**src/rtl/sa_sched_pkg.sv**
```systemverilog
// Shared types and helpers for the systolic-array tile scheduler.
// Holds the scheduler state enum, field widths and the job legality check.
package sa_sched_pkg;

  localparam int unsigned SCHED_TILE_W = 4;
  localparam int unsigned M_DIM_W      = 8;
  localparam int unsigned WD_CNT_W     = 16;

  typedef enum logic [2:0] {
    StIdle,
    StStart,
    StWait,
    StWb,
    StDone
  } sched_state_e;

  // A job is illegal if either tile count is zero or K is outside 1..max_k.
  function automatic logic job_illegal(input logic               m_zero,
                                       input logic               n_zero,
                                       input logic [M_DIM_W-1:0] k_dim,
                                       input logic [M_DIM_W-1:0] max_k);
    return m_zero || n_zero || (k_dim == '0) || (k_dim > max_k);
  endfunction

endpackage

```
**src/rtl/sa_sched_watchdog.sv**
```systemverilog
// WAIT-state watchdog for sa_tile_sched: counts WAIT cycles and flags expiry
// on the TIMEOUT-th one. Only instantiated when SA_SCHED_WATCHDOG_EN is defined.
module sa_sched_watchdog
  import sa_sched_pkg::*;
#(
  parameter int unsigned TIMEOUT = 1024
) (
  input  logic clk_i,
  input  logic rst_i,
  input  logic clear_i,
  input  logic count_i,
  output logic expired_o
);

  localparam logic [WD_CNT_W-1:0] Limit = WD_CNT_W'(TIMEOUT - 1);

  logic [WD_CNT_W-1:0] cnt_q;

  always_ff @(posedge clk_i) begin
    if (rst_i || clear_i) begin
      cnt_q <= '0;
    end else if (count_i && (cnt_q != Limit)) begin
      cnt_q <= cnt_q + WD_CNT_W'(1);
    end
  end

  assign expired_o = count_i && (cnt_q == Limit);

endmodule

```
**src/rtl/sa_tile_sched.sv**
```systemverilog
// Tile scheduler: walks an (M x K)*(K x N) product through the shared SA one
// output tile at a time, row-major. Optional watchdog: SA_SCHED_WATCHDOG_EN.
module sa_tile_sched
  import sa_sched_pkg::*;
#(
  parameter int unsigned SA_R    = 16,
  parameter int unsigned SA_C    = 16,
  parameter int unsigned MAX_K   = 128,
  parameter int unsigned TILE_W  = SCHED_TILE_W,
  parameter int unsigned TIMEOUT = 1024
) (
  input  logic               I_CLK,
  input  logic               I_SYNC_RST,
  input  logic               I_JOB_VLD,
  output logic               O_JOB_RDY,
  input  logic [TILE_W-1:0]  I_JOB_M_TILES,
  input  logic [TILE_W-1:0]  I_JOB_N_TILES,
  input  logic [M_DIM_W-1:0] I_JOB_K_DIM,
  output logic               O_SA_START,
  output logic [M_DIM_W-1:0] O_SA_M_DIM,
  output logic [TILE_W-1:0]  O_TILE_ROW,
  output logic [TILE_W-1:0]  O_TILE_COL,
  input  logic               I_SA_OUT_VLD,
  output logic               O_WB_VLD,
  input  logic               I_WB_RDY,
  output logic               O_BUSY,
  output logic               O_JOB_DONE,
  output logic               O_ERR
);

  sched_state_e       state_q;
  logic [TILE_W-1:0]  m_tiles_q, n_tiles_q, row_q, col_q;
  logic [M_DIM_W-1:0] k_dim_q;
  logic               err_q;
  logic               illegal, last_row, last_col, wd_expired;
  logic               unused_cfg;

  assign illegal  = job_illegal(I_JOB_M_TILES == '0, I_JOB_N_TILES == '0, I_JOB_K_DIM,
                                M_DIM_W'(MAX_K));
  assign last_row = (row_q == m_tiles_q - TILE_W'(1));
  assign last_col = (col_q == n_tiles_q - TILE_W'(1));

`ifdef SA_SCHED_WATCHDOG_EN
  sa_sched_watchdog #(
    .TIMEOUT(TIMEOUT)
  ) u_watchdog (
    .clk_i    (I_CLK),
    .rst_i    (I_SYNC_RST),
    .clear_i  (state_q == StStart),
    .count_i  (state_q == StWait),
    .expired_o(wd_expired)
  );
  assign unused_cfg = ^{SA_R, SA_C};
`else
  assign wd_expired = 1'b0;
  assign unused_cfg = ^{SA_R, SA_C, TIMEOUT};
`endif

  always_ff @(posedge I_CLK) begin
    if (I_SYNC_RST) begin
      state_q   <= StIdle;
      m_tiles_q <= '0;
      n_tiles_q <= '0;
      k_dim_q   <= '0;
      row_q     <= '0;
      col_q     <= '0;
      err_q     <= 1'b0;
    end else begin
      unique case (state_q)
        StIdle: begin
          if (I_JOB_VLD) begin
            m_tiles_q <= I_JOB_M_TILES;
            n_tiles_q <= I_JOB_N_TILES;
            k_dim_q   <= I_JOB_K_DIM;
            row_q     <= '0;
            col_q     <= '0;
            err_q     <= illegal;
            state_q   <= illegal ? StDone : StStart;
          end
        end
        StStart: state_q <= StWait;
        StWait: begin
          // A result in the expiry cycle still wins over the watchdog.
          if (I_SA_OUT_VLD) begin
            state_q <= StWb;
          end else if (wd_expired) begin
            err_q   <= 1'b1;
            state_q <= StDone;
          end
        end
        StWb: begin
          if (I_WB_RDY) begin
            if (last_row && last_col) begin
              state_q <= StDone;
            end else begin
              state_q <= StStart;
              if (last_col) begin
                col_q <= '0;
                row_q <= row_q + TILE_W'(1);
              end else begin
                col_q <= col_q + TILE_W'(1);
              end
            end
          end
        end
        StDone:  state_q <= StIdle;
        default: state_q <= StIdle;
      endcase
    end
  end

  assign O_JOB_RDY  = (state_q == StIdle);
  assign O_BUSY     = (state_q != StIdle);
  assign O_SA_START = (state_q == StStart);
  assign O_WB_VLD   = (state_q == StWb);
  assign O_JOB_DONE = (state_q == StDone);
  assign O_ERR      = err_q;
  assign O_SA_M_DIM = k_dim_q;
  assign O_TILE_ROW = row_q;
  assign O_TILE_COL = col_q;

endmodule

```
**config.mk**
```make
export PLATFORM = sky130hd
export DESIGN_NAME = sa_tile_sched
export DESIGN_NICKNAME = d
export VERILOG_FILES = /design/src/rtl/sa_sched_pkg.sv /design/src/rtl/sa_sched_watchdog.sv /design/src/rtl/sa_tile_sched.sv
export SDC_FILE = /design/constraint.sdc
export NUM_CORES = 1
export LEC_CHECK = 0
export CAP_MARGIN = 20
export CORE_AREA = 2 2 41 81
export CTS_CLUSTER_DIAMETER = 40
export CTS_CLUSTER_SIZE = 40
export DETAILED_ROUTE_END_ITERATION = 12
export DIE_AREA = 0 0 43 83
export PLACE_DENSITY = 0.82
export SYNTH_ARGS = -nofsm -noshare
export SYNTH_HDL_FRONTEND = slang
export SYNTH_SLANG_ARGS = --single-unit
```
**constraint.sdc**
```tcl
create_clock -name I_CLK -period 3.15 [get_ports I_CLK]
set_input_delay 0.63 -clock I_CLK [delete_from_list [all_inputs] [get_ports I_CLK]]
set_output_delay 0.63 -clock I_CLK [all_outputs]
set_load 0.005 [all_outputs]
```
==> flow_summary.json <==
{
  "syn-instance-count": 174,
  "cpPeakStageDelay_ns": 0.51,
  "yosysSeqAreaShare_pct": 39.3,
  "startpoint_type": "input pin",
  "worstPathCellList": "clkdlybuf4s50_1 -> or4_1 -> nor4_1 -> xor2_1 -> nor3_1 -> a22oi_1 -> o32ai_1",
  "crit_arrival_ns": 2.61,
  "row_count": 28,
  "cts_tree": "built",
  "cpMaxStageDelayCell": "or4_1",
  "synth_top_area_share_pct": 39.3,
  "yosys-top-cells-area": "dfxtp_1 (39%), nand2_1 (11%), a21oi_1 (6.3%)",
  "dieArea_um2": 3570,
  "numCtsBuffers": 3,
  "fin_nets": 240,
  "worstReg2RegStart": "state_q[1]",
  "grt_max_degree": 25,
  "yosys_warnings": 0,
  "path_class": "in2reg",
  "ant_nets": 0,
  "path_max_fanout": 3,
  "holdPathStages": 2,
  "wl_per_cell_um": 14.8,
  "final_hold_viol_count": 0,
  "skew_ns": 0.00318,
  "die_h_um": 83,
  "synth_largest_area_cell": "dfxtp_1",
  "power_density_nw_per_um2": 443,
  "period_needed_ns": 2.43,
  "ys_seq_elements": 28,
  "hold_start": "O_SA_M_DIM[2]",
  "p_leak_nw": 0.726,
  "synth_cell_types": 35,
  "ctsLongestPathBuffers": 2,
  "relSlewSlack_pct": 53.6,
  "core_um2": 2940,
  "end_kind": "flop",
  "final_cell_mix": "clkdlybuf4s50_1 (42), nand2_1 (40), dfxtp_1 (28)",
  "drv_cap": 0,
  "clock_sinks": 28,
  "dr.pass1.iters": 4,
  "fill_cells": 261,
  "final_common_cell": "clkdlybuf4s50_1",
  "syn_to_final_growth_pct": 34.7,
  "worstMarginPinSlew_ns": 0.695,
  "clock_latency_ns": 0.27,
  "crit_required_ns": 3.33,
  "viasPerCell": 5.67,
  "grt_overflow_total": 0,
  "crit_family": "simple AND/OR/NAND/NOR gates",
  "clock.fmax_mhz": 411,
  "r2r_slack_ns": 0.96,
  "cts_root_buf": "clkbuf_8",
  "io_pins": 43,
  "slew_violations": 0,
  "dieWidth_um": 43,
  "diodes": 0,
  "syn_area_um2": 1430,
  "h-tree-depth": 1,
  "hp-class": "reg2reg",
  "wirelength_mm": 3.61,
  "syn_area_per_cell_um2": 8.20,
  "hpwl_mm": 2.74,
  "gp_congestion": 0.880,
  "fin_crit_sh_pct": 77.2,
  "vias": 1383,
  "port_buffers": 42,
  "finalSetupViolations": 0,
  "dpl.cell_count": 240,
  "grt_pass1_vias": 1346,
  "syn-num-nets": 199,
  "grt_pass1_wl_mm": 6.05,
  "grt.total_usage_pct": 21.3,
  "min_to": "O_SA_M_DIM[2]",
  "cp_num_buf_inv": 1,
  "fin_tns_setup_ns": 0,
  "route.detailed.drc": 0,
  "instances_no_fill": 244,
  "initialDrtViolationCount": 22,
  "postCtsHoldBufs": 0,
  "ir_drop_mv": 0.414,
  "status": "completed",
  "start_util_pct": 48.5,
  "drive_above_1_share_pct": 5.14,
  "rsz0062_at_grt": "no",
  "postCtsSetupBuffers": 0,
  "reg2reg_depth": 6,
  "cts.repair.resized": 0,
  "antenna_found_initial": 0,
  "reg2reg_to": "O_TILE_COL[2]",
  "cts.clk_slew.worst_paths_ns": 0.09
}
## flip-flops by register name, summed over array words and instances, names as in the netlist
register    flops
O_ERR           1
O_SA_M_DIM      8
O_TILE_COL      4
O_TILE_ROW      4
m_tiles_q       4
n_tiles_q       4
state_q         3
## worst max path at each step
stage              startpoint         end  slack (ns)  cells past startpoint
6_report       I_JOB_K_DIM[3]  state_q[0]        0.72                      7
5_1_grt        I_JOB_K_DIM[3]  state_q[2]        0.60                      7
4_1_cts        I_JOB_K_DIM[3]  state_q[0]        0.75                      7
3_5_place_dp   I_JOB_K_DIM[3]  state_q[2]        0.49                      7
3_3_place_gp   I_JOB_K_DIM[3]  state_q[2]        0.52                      7
2_1_floorplan  I_JOB_K_DIM[3]  state_q[2]        1.07                      6
## synth_stat cells
master and number:
a2bb2oi_1 2, xnor3_1 2, nor4_2 1, o311ai_0 1, or4_1 1, xor2_1 7, ha_1 4, xnor2_1 5
or3_1 3, nor3_1 6, o21ai_0 6, nand4_1 2, nor4_1 3, o32ai_1 1, and2_1 1, nand2_1 40
nand3_1 4, dfxtp_1 28, nor2_1 7, a32o_1 1, nor3b_1 1, a21oi_1 18, and3_4 1, o21a_1 1
nand3b_1 1, buf_2 2, a31oi_1 1, a211oi_1 1, a22oi_1 1, mux2i_1 3, inv_1 10, a21oi_2 1
a211oi_4 1, mux2_4 1, clkbuf_1 6
## stage by stage
step           total power [mW]  hold WS [ns]  setup WS (ns)  util (%)  area (um^2)
4_1_cts                   0.855         0.466          0.752      65.3         1920
5_1_grt                   0.898         0.491          0.595      65.3         1920
2_1_floorplan             0.540         0.449           1.07         -         1430
3_5_place_dp              0.641         0.450          0.493      63.5         1870
6_report                  0.852         0.471          0.718      65.3         1920
3_3_place_gp              0.632         0.445          0.524      63.5         1870
## metal layers
layer  part of all wire, %  vias up  routed length (um)  global-route usage, %
met3                   4.4        8                 158                   2.39
met4                   1.8        0                  64                   6.61
li1                      -      678                   -                      -
met2                    58       47                2100                   40.9
met5                     0        -                   0                      0
met1                    36      650                1290                   22.8
## area by class of cell
class                           instances  area, um^2  share of cell area, %
Inverter                               10        37.5                   1.95
Clock buffer                            4        55.1                   2.86
Multi-Input combinational cell        128         797                   41.4
Tap cell                               30        37.5                   1.95
Timing Repair Buffer                   44         435                   22.6
Sequential cell                        28         561                   29.1
## worst reg2reg max path, delay by kind of cell (launching register included)
family	cells	cell delay, ns
DFF	1	0.39
AOI/OAI and AO/OA	2	0.47
and+or+nand+nor	3	1.17
buffers and inverters	1	0.11
## power breakdown
group | leakage [nW] | switching [mW] | internal (mW) | total [mW]
clock | 0.0288 | 0.105 | 0.112 | 0.217
sequential | 0.229 | 0.0261 | 0.380 | 0.407
combinational | 0.469 | 0.110 | 0.118 | 0.228
## logic make-up (layout without fill, tap and decap cells)
kind of cell             Yosys count  after routing  share of synthesized area (%)
AO/OA/AOI/OAI                     35             35                           15.6
XOR/XNOR                          14             14                           10.5
adder cells (fa/ha/maj)            4              4                           3.51
buffers and inverters             18             58                           4.91
flip-flops                        28             28                           39.3
multiplexers                       4              4                           3.15
AND/OR/NAND/NOR                   71             71                           23.1
Power figures use the tool's default switching activity.
